--- src/rtl/sram_port_arbiter.sv ---
// Two-requester arbiter in front of one single-port buffer SRAM (matrix engine = 0, host loader = 1).
// Latency: grant and SRAM drive are combinational in the request cycle; read data returns one cycle later.
// Backpressure: a requester holds req/we/addr/wdata until gnt_o; losers are stalled and counted.
//
// Ports:
//   clk_i, rst_async_i       clock, asynchronous active-high reset (release expected synchronous)
//   force_ext_i              requester 1 owns the SRAM exclusively
//   req_i/lock_i/we_i        per-requester request, burst lock, write(1)/read(0)
//   addr_i/wdata_i           per-requester address/write data, packed [r]
//   gnt_o                    one-hot-or-zero grant, access happens this cycle
//   rvalid_o/rdata_o         read return, one cycle after a read grant; rdata is a shared bus
//   mem_cenb_o/mem_wenb_o    SRAM chip/write enables, active low
//   mem_addr_o/mem_d_o       SRAM address/write data, held when idle
//   mem_q_i                  SRAM read data
//   stall_cnt_o              per-requester saturating count of waiting cycles, packed [r]
module sram_port_arbiter #(
  parameter int DATA_WIDTH = 64,
  parameter int DEPTH      = 256,
  parameter int MAX_BURST  = 16,
  parameter int CNT_WIDTH  = 16,
  localparam int AW        = $clog2(DEPTH)
) (
  input  logic                    clk_i,
  input  logic                    rst_async_i,
  input  logic                    force_ext_i,
  input  logic [1:0]              req_i,
  input  logic [1:0]              lock_i,
  input  logic [1:0]              we_i,
  input  logic [2*AW-1:0]         addr_i,
  input  logic [2*DATA_WIDTH-1:0] wdata_i,
  output logic [1:0]              gnt_o,
  output logic [1:0]              rvalid_o,
  output logic [DATA_WIDTH-1:0]   rdata_o,
  output logic                    mem_cenb_o,
  output logic                    mem_wenb_o,
  output logic [AW-1:0]           mem_addr_o,
  output logic [DATA_WIDTH-1:0]   mem_d_o,
  input  logic [DATA_WIDTH-1:0]   mem_q_i,
  output logic [2*CNT_WIDTH-1:0]  stall_cnt_o
);

  localparam int BW = $clog2(MAX_BURST + 1);
  localparam logic [BW-1:0]        BURST_MAX = BW'(MAX_BURST);
  localparam logic [CNT_WIDTH-1:0] CNT_MAX   = '1;

  // Per-requester views of the packed request buses
  logic [AW-1:0]         addr_r  [2];
  logic [DATA_WIDTH-1:0] wdata_r [2];
  assign addr_r[0]  = addr_i[AW-1:0];
  assign addr_r[1]  = addr_i[2*AW-1:AW];
  assign wdata_r[0] = wdata_i[DATA_WIDTH-1:0];
  assign wdata_r[1] = wdata_i[2*DATA_WIDTH-1:DATA_WIDTH];

  // Registered arbitration state
  logic                  last_owner_q,   last_owner_d;
  logic [BW-1:0]         burst_cnt_q,    burst_cnt_d;
  logic                  owner_locked_q, owner_locked_d;
  logic [1:0]            rd_pipe_q,      rd_pipe_d;
  logic [AW-1:0]         addr_q,         addr_d;
  logic [DATA_WIDTH-1:0] dat_q,          dat_d;
  logic [CNT_WIDTH-1:0]  stall0_q,       stall0_d;
  logic [CNT_WIDTH-1:0]  stall1_q,       stall1_d;

  logic [1:0] gnt;
  logic       gnt_any;
  logic       sel;
  logic       hold_ok;

  // The locked owner keeps the port unless the other side is waiting and the
  // burst budget is spent.
  assign hold_ok = owner_locked_q && req_i[last_owner_q] && lock_i[last_owner_q] &&
                   (!req_i[~last_owner_q] || (burst_cnt_q < BURST_MAX));

  always_comb begin
    gnt = 2'b00;
    if (rst_async_i) begin
      gnt = 2'b00;
    end else if (force_ext_i) begin
      gnt = {req_i[1], 1'b0};
    end else if (hold_ok) begin
      gnt = last_owner_q ? 2'b10 : 2'b01;
    end else begin
      case (req_i)
        2'b01:   gnt = 2'b01;
        2'b10:   gnt = 2'b10;
        2'b11:   gnt = last_owner_q ? 2'b01 : 2'b10;
        default: gnt = 2'b00;
      endcase
    end
  end

  assign gnt_any = |gnt;
  assign sel     = gnt[1];

  // SRAM drive; address/data park on the last granted value to avoid toggling
  assign gnt_o      = gnt;
  assign mem_cenb_o = ~gnt_any;
  assign mem_wenb_o = gnt_any ? ~we_i[sel] : 1'b1;
  assign mem_addr_o = gnt_any ? addr_r[sel]  : addr_q;
  assign mem_d_o    = gnt_any ? wdata_r[sel] : dat_q;

  assign rvalid_o    = rd_pipe_q;
  assign rdata_o     = mem_q_i;
  assign stall_cnt_o = {stall1_q, stall0_q};

  always_comb begin
    last_owner_d   = last_owner_q;
    burst_cnt_d    = burst_cnt_q;
    owner_locked_d = owner_locked_q;
    addr_d         = addr_q;
    dat_d          = dat_q;
    rd_pipe_d      = gnt & ~we_i;
    stall0_d       = stall0_q;
    stall1_d       = stall1_q;

    if (gnt_any) begin
      last_owner_d   = sel;
      owner_locked_d = lock_i[sel];
      addr_d         = addr_r[sel];
      dat_d          = wdata_r[sel];
      // Saturate at the budget: an uncontested owner may stay locked indefinitely
      // and the counter must not wrap back under the limit.
      if (lock_i[sel] && (sel == last_owner_q) && owner_locked_q) begin
        burst_cnt_d = (burst_cnt_q == BURST_MAX) ? burst_cnt_q : burst_cnt_q + 1'b1;
      end else begin
        burst_cnt_d = BW'(1);
      end
    end else begin
      owner_locked_d = 1'b0;
      burst_cnt_d    = '0;
    end

    if (req_i[0] && !gnt[0] && (stall0_q != CNT_MAX)) stall0_d = stall0_q + 1'b1;
    if (req_i[1] && !gnt[1] && (stall1_q != CNT_MAX)) stall1_d = stall1_q + 1'b1;
  end

  always_ff @(posedge clk_i or posedge rst_async_i) begin
    if (rst_async_i) begin
      last_owner_q   <= 1'b1;  // requester 0 wins the first contention
      burst_cnt_q    <= '0;
      owner_locked_q <= 1'b0;
      rd_pipe_q      <= 2'b00;
      addr_q         <= '0;
      dat_q          <= '0;
      stall0_q       <= '0;
      stall1_q       <= '0;
    end else begin
      last_owner_q   <= last_owner_d;
      burst_cnt_q    <= burst_cnt_d;
      owner_locked_q <= owner_locked_d;
      rd_pipe_q      <= rd_pipe_d;
      addr_q         <= addr_d;
      dat_q          <= dat_d;
      stall0_q       <= stall0_d;
      stall1_q       <= stall1_d;
    end
  end

endmodule
--- config.mk ---
export PLATFORM = sky130hd
export DESIGN_NAME = sram_port_arbiter
export DESIGN_NICKNAME = d
export VERILOG_FILES = /design/src/rtl/sram_port_arbiter.sv
export SDC_FILE = /design/constraint.sdc
export NUM_CORES = 1
export LEC_CHECK = 0
export ABC_AREA = 1
export CORE_AREA = 4 4 151 153
export CTS_CLUSTER_SIZE = 14
export DETAILED_ROUTE_END_ITERATION = 6
export DIE_AREA = 0 0 155 157
export HOLD_SLACK_MARGIN = 0.03
export PLACE_DENSITY = 0.68
export RECOVER_POWER = 50
export SLEW_MARGIN = 20
export SYNTH_ARGS = -nofsm -noshare
export SYNTH_HDL_FRONTEND = slang
export SYNTH_SLANG_ARGS = --single-unit
export TNS_END_PERCENT = 50
--- constraint.sdc ---
create_clock -name clk_i -period 3.44 [get_ports clk_i]
set_input_delay 0.344 -clock clk_i [delete_from_list [all_inputs] [get_ports clk_i]]
set_output_delay 0.344 -clock clk_i [all_outputs]
set_load 0.005 [all_outputs]
==> out/results.txt, run 1 <==
P_leak = 4.24 nW
cells after synthesis = 823
port buffer count = 262
cts repair resizes = 0
clock sinks = 113
top post-synthesis cells by area = dfrtp_1, nand2_1, buf_4, nand3_1, inv_1
Reg2Reg Setup Slack = 1.18 ns
unique cell type count in the Yosys netlist = 31
H-tree Lvls = 4
Min-Delay Path Class = in2async
CP Class = reg2out
commonest non-fill, non-tap cell in the layout = clkdlybuf4s50_1
Avg WL per Cell = 15.0 µm
Critical Path AT = 2.79 ns
setup TNS = 0 ns
synthesized flop and latch total = 113
Post-DP HPWL = 14600 µm
Storage cell area = 2830 µm²
crit path time final = 3.14 ns
DRC viols = 0
Mapped Avg Cell Area = 7.77 µm²
Mapped Area = 6390 µm²
final setup violation count = 0
final slew viol count = 67
area grow syn2layout = 45.8%
CTS tree = built
Clk Latency, worst-skew pair = 0.40 ns
fraction of registers with async set/reset = 100%
power share of the clock group = 33.0%
Synth top area share = 43.8%
MaxCap Viol Count = 1
internal power = 3.67 mW
Die W = 155 µm
I/O Pins = 391
Final Cell Area = 9320 µm²
net load switching power = 1.63 mW
Crit. Startpoint = last_owner_q
Switching Share = 30.8%
number of diodes = 0
status = finished, violations left
Primary FF master, synth = dfrtp_1
RSZ-0062 raised after global routing = false
GR Util All Layers = 16.0%
# rows = 54
Data required, critical path = 3.10 ns
Placed Instance Area = 8750 µm²
EDFF count, synth = 0
GP Congestion = 0.844
Post-Layout Cell Count = 1306
core area = 21600 µm²
R2R cell count = 13
Reg power frac = 35.0%
Worst Max-Slew Pin Slew = 1.72 ns
global-route wire length before repair = 31000 µm
Die Y = 157 µm
via count = 5786
Hold Fails Final Rpt = 0
GRT overflow = 0
CTS Hold Bufs = 0
final hold slack = 0.342 ns
power share of the combinational group = 32.0%
CP endpoint kind = output port
Antenna Nets Post-Route = 0
Cells after DPL = 1274
clock skew = 0.0116 ns
Fillers = 2153
Slew HR = -14.4%
clk buf depth = 2
Setup Fix Bufs, Post-CTS = 0
vias in the first global route = 5828
antenna violations before repair = 0
CTS Root Cell = clkbuf_16
most frequent cells in the layout = clkdlybuf4s50_1, nand2_1, dfrtp_1, inv_1, nand3_1
Iter 0 DRT Violations = 296
detail-routed via count per cell = 4.43
Startpoint Class = flip-flop
pin count of the biggest net entering global routing = 84
Net Count, Synth = 1044
Tcrit/Tclk final = 91.2%
r2r startpoint = last_owner_q
Starting Density = 29.7%
capture point of the worst path = mem_d_o[17]
peak supply drop = 0.306 mV
layout cells sized above 1 = 5.56%
Routed WL = 19700 µm
worst-path fanout max = 43
drt pass-1 iters = 4
post-synthesis sequential area ratio = 44.2%
failing checks = max-capacitance violations, max-slew violations
synth warn = 0
area of the multi-input gates = 2420 µm²
Inserted Clock Buffers = 17
Worst R2R End = stall0_q[10]
Layout Nets = 1234
Die ar. = 24300 µm²
cell taking the most area after synthesis = dfrtp_1
Pwr per Cell Area = 568 nW/µm²
clock-pin slew on the worst setup and hold paths = 0.06 ns
FMAX = 0.319 GHz
[cells by family after synthesis]
kind of cell             count (synthesis)  synth area share [%]
adder cells (fa/ha/maj)                  4                 0.783
AND/OR/NAND/NOR                        374                  25.2
buffers and inverters                  206                  17.9
AO/OA/AOI/OAI                           93                  7.42
flip-flops                             113                  44.2
XOR/XNOR                                33                  4.52
[critical path, stage by stage, from the launching register on]
cell and delay, ns:
dfstp_2 0.56, inv_2 0.07, nand2_2 0.07, nand2_1 0.05
nand2_1 0.07, nand3_1 0.09, nand3_1 0.08, nand2_1 0.06
nand2_2 0.08, clkbuf_8 0.31, nand2_1 0.11, nand3_1 0.09
o21ai_0 0.10, inv_1 0.09, clkdlybuf4s50_1 0.52
[sequential cells by signal, indices dropped and copies added (netlist names)]
register	flops
addr_q	8
burst_cnt_q	5
dat_q	64
last_owner_q	1
owner_locked_q	1
rvalid_o	2
stall0_q	16
stall1_q	16
[worst min path at each step]
stage | end | slack, ns | depth (start not counted)
floorplan | rvalid_o[0] | 0.41 | 1
global placement | stall1_q[4] | 0.53 | 1
detailed placement | stall1_q[2] | 0.53 | 1
CTS | addr_q[4] | 0.21 | 2
global route | addr_q[4] | 0.34 | 2
finish | addr_q[4] | 0.34 | 2
[power groups by stage]
stage               combinational [mW]  sequential, mW  clock [mW]
detailed placement                1.74            1.88           0
global placement                  1.71            1.87           0
global route                      1.90            1.90        1.87
finish                            1.70            1.85        1.75
CTS                               1.75            1.86        1.80
floorplan                        0.834            1.84           0
[routing by layer]
| layer | share of wire (%) | wire length, µm | up-vias | GRT usage, % |
|---|---|---|---|---|
| met5 | 0 | 0 | - | 0 |
| met1 | 41 | 8150 | 2641 | 20.2 |
| met2 | 48 | 9400 | 201 | 25.7 |
| met3 | 8.6 | 1680 | 41 | 5.80 |
| li1 | - | - | 2903 | - |
| met4 | 2.1 | 422 | 0 | 5.26 |
[final cells by class]
class                      instances  share of cell area, %
sequential                       113                   30.3
timing repair buffer             270                   29.3
multi-input combinational        504                   26.0
clock buffer                      19                   4.75
inverter                         107                   4.32
tap                              280                   3.76
clock inverter                    13                   1.50
[through the flow]
step / setup WS (ns) / power [mW] / util [%]
CTS: 0.112 / 5.41 / 43.3
global placement: 0.326 / 3.59 / 40.6
detailed placement: 0.233 / 3.62 / 40.6
finish: 0.302 / 5.30 / 43.2
global route: 0.00603 / 5.66 / 43.2
floorplan: 0.110 / 2.67 / -
[synth_stat cells, types with 2 or more instances]
| master | number |
|---|---|
| inv_1 | 103 |
| inv_2 | 4 |
| nor3_1 | 14 |
| dfrtp_1 | 112 |
| nor2_1 | 31 |
| nand4_1 | 4 |
| buf_2 | 13 |
| a21oi_1 | 4 |
| nand3_2 | 2 |
| o21ai_1 | 34 |
| xor2_1 | 28 |
| clkbuf_1 | 4 |
| nand2_1 | 215 |
| nor4_1 | 3 |
| nand2_2 | 6 |
| o21ai_0 | 52 |
| ha_1 | 4 |
| buf_4 | 70 |
| buf_6 | 12 |
| nand3_1 | 93 |
| xnor2_1 | 5 |
Note: power is estimated with default switching activity, not from simulation.
==> run 2, diff against run 1 <==
- REMOVE_ABC_BUFFERS: unset -> 1
==> run 2 against run 1 <==
- the flow finishes with violations (design-rule violations, max-capacitance violations, max-slew violations)
- clock power rose by 3%
- first-iteration DRC count fell by 31%
- critical endpoint is now mem_d_o[4]
- utilization rose by 0.29 points
- highest routed layer is now met5
==> out/results.txt, run 2 (synthesis gave the netlist of run 1 again) <==
worst-path fanout max = 45 (+4.7%)
detail-routed via count per cell = 4.62 (+4.3%)
Worst Path Buf+Inv = 4 (unchanged)
Crit. Startpoint = last_owner_q
total power = 5.38 mW (+1.6%)
Tcrit/Tclk final = 92.1% (+0.89 points)
Pwr per Cell Area = 574 nW/µm² (+0.96%)
final design utilization = 43.5% (+0.29 points)
Max stage delay on crit path = 0.56 ns (about the same)
crit path time final = 3.17 ns (+0.0306 ns)
setup TNS = 0 ns (unchanged)
status = finished, violations left
internal power = 3.76 mW (+2.6%)
antenna violations before repair = 6 (+6)
peak supply drop = 0.305 mV (-0.29%)
layout cells sized above 1 = 5.64% (+0.081 points)
GP Congestion = 0.867 (+2.7%)
via count = 6056 (+4.7%)
GR peak layer = met2
R2R cell count = 14 (+1)
commonest non-fill, non-tap cell in the layout = clkdlybuf4s50_1
Reg2Reg Setup Slack = 1.06 ns (-0.12 ns)
Iter 0 DRT Violations = 203 (-31%)
Layout Nets = 1237 (+0.24%)
clk buf depth = 2 (unchanged)
drt pass-1 iters = 7 (+3)
port buffer count = 262 (unchanged)
Top Registers = dat_q x64, stall0_q x16, stall1_q x16
DRC viols = 3 (+3)
Post-DP HPWL = 19900 µm (+36%)
Worst Max-Slew Pin Slew = 2.08 ns (+0.365 ns)
CTS Root Cell = clkbuf_16
FMAX = 0.316 GHz (-0.97%)
Reg power frac = 34.6% (-0.4 points)
MaxCap Viol Count = 1 (unchanged)
Data required, critical path = 3.10 ns (about the same)
Critical Path AT = 2.82 ns (+0.03 ns)
net load switching power = 1.62 mW (-0.49%)
slowest CP cell = dfstp_2
Slew HR = -39.5% (-25 points)
CP dominant cell by count = nand2_1
max reg flops = 64 (unchanged)
Hold Fails Final Rpt = 0 (unchanged)
clock skew = 0.0155 ns (+0.00390 ns)
r2r startpoint = last_owner_q
GRT overflow = 0 (unchanged)
Cells after DPL = 1277 (+0.24%)
capture point of the worst path = mem_d_o[4]
CP endpoint kind = output port
# rows = 54 (unchanged)
Die W = 155 µm (unchanged)
RSZ-0062 raised after global routing = false
core area = 21600 µm² (unchanged)
clock-pin slew on the worst setup and hold paths = 0.05 ns (about the same)
I/O Pins = 391 (unchanged)
GR Util All Layers = 20.9% (+4.8 points)
Inserted Clock Buffers = 17 (unchanged)
H-tree Lvls = 4 (unchanged)
M1 GR Usage = 26.5% (+6.3 points)
CP Cell Sequence = inv_2 > nand2_2 > nand2_1 > nand2_1 > nand3_1 > nand2_1 > nand2_1 > nand2_2 > nand2_8 > buf_12 > nand3_1 > o21ai_0 > inv_1 > clkdlybuf4s50_1
clock sinks = 113 (unchanged)
area grow syn2layout = 46.8%
Post-Layout Cell Count = 1310 (+0.31%)
CP Class = reg2out
Startpoint Class = flip-flop
power share of the clock group = 33.6% (+0.6 points)
final setup violation count = 0 (unchanged)
Starting Density = 29.7% (unchanged)
power share of the combinational group = 31.8% (-0.2 points)
met3 Track Usage GR = 16.1% (+10 points)
most frequent cells in the layout = clkdlybuf4s50_1, nand2_1, dfrtp_1, inv_1, nand3_1
Crit path depth = 14 (unchanged)
Min-Delay Path Class = in2reg
Avg WL per Cell = 19.6 µm (+30%)
pin count of the biggest net entering global routing = 53 (-37%)
Clk Latency, worst-skew pair = 0.41 ns (about the same)
GR Util met2 = 26.9% (+1.2 points)
critical path's top delay family = buffers and inverters
Antenna Nets Post-Route = 0 (unchanged)
Die ar. = 24300 µm² (unchanged)
final slew viol count = 42 (-37%)
Switching Share = 30.1% (-0.64 points)
failing checks = design-rule violations, max-capacitance violations, max-slew violations
register name with the most flops = dat_q
Die Y = 157 µm (unchanged)
P_leak = 4.28 nW (+0.90%)
Worst R2R End = stall1_q[11]
vias in the first global route = 6139 (+5.3%)
Routed WL = 25700 µm (+31%)
global-route wire length before repair = 37700 µm (+22%)
CTS tree = built
==> run 2: changes by cell type in the layout (fill, tap and decap cells not counted), sizes merged <==
cell	before	now
diode	0	1
clkbuf	22	23
bufinv	2	3
clkinv	7	5
clkdlybuf4s50	239	238
dlygate4sd3	23	24
buf	5	10
clkinvlp	5	3
==> run 2: cell type report <==
cell class	count	area [µm²]
fill	2191	12200
inverter	107	403
clock inverter	10	134
clock buffer	22	464
multi-input combinational	504	2440
sequential	113	2830
antenna	1	2.50
timing repair buffer	273	2770
tap	280	350
==> run 2: layer usage <==
metal / part of all wire (%) / wire (µm)
met1: 44 / 11200
met5: 1.4 / 358
met4: 1.0 / 263
met2: 38 / 9770
met3: 16 / 4050
==> run 2: worst min-delay path by stage <==
stage	startpoint	to	slack [ns]	cells past startpoint
2_1_floorplan	we_i[0]	rvalid_o[0]	0.41	1
3_3_place_gp	stall0_q[5]	stall0_q[5]	0.54	1
3_5_place_dp	stall0_q[5]	stall0_q[5]	0.55	1
4_1_cts	rst_async_i	stall1_q[9]	0.44	2
5_1_grt	we_i[0]	rvalid_o[0]	0.51	2
6_report	we_i[0]	rvalid_o[0]	0.50	2
==> run 2: timing repair <==
action,in CTS,in global routing
buffers inserted,0,0
endpoints found under the setup margin,0,1
hold buffers,0,0
gates resized for setup,0,1
==> run 2: power groups by stage <==
| stage | clock network (mW) | logic [mW] | registers, mW |
|---|---|---|---|
| finish | 1.81 | 1.71 | 1.86 |
| global route | 1.91 | 1.92 | 1.91 |
| CTS | 1.85 | 1.76 | 1.87 |
| detailed placement | 0 | 1.74 | 1.89 |
| global placement | 0 | 1.74 | 1.88 |
| floorplan | 0 | 0.731 | 1.84 |
==> run 2: through the flow <==
| stage | hold WS [ns] | setup WS (ns) | instance area (µm²) |
|---|---|---|---|
| after CTS | 0.440 | 0.201 | 9380 |
| final | 0.499 | 0.271 | 9380 |
| after floorplan | 0.410 | 0.110 | 5650 |
| after global placement | 0.538 | 0.374 | 8780 |
| after detailed placement | 0.549 | 0.327 | 8780 |
| after global routing | 0.506 | 0.0182 | 9380 |
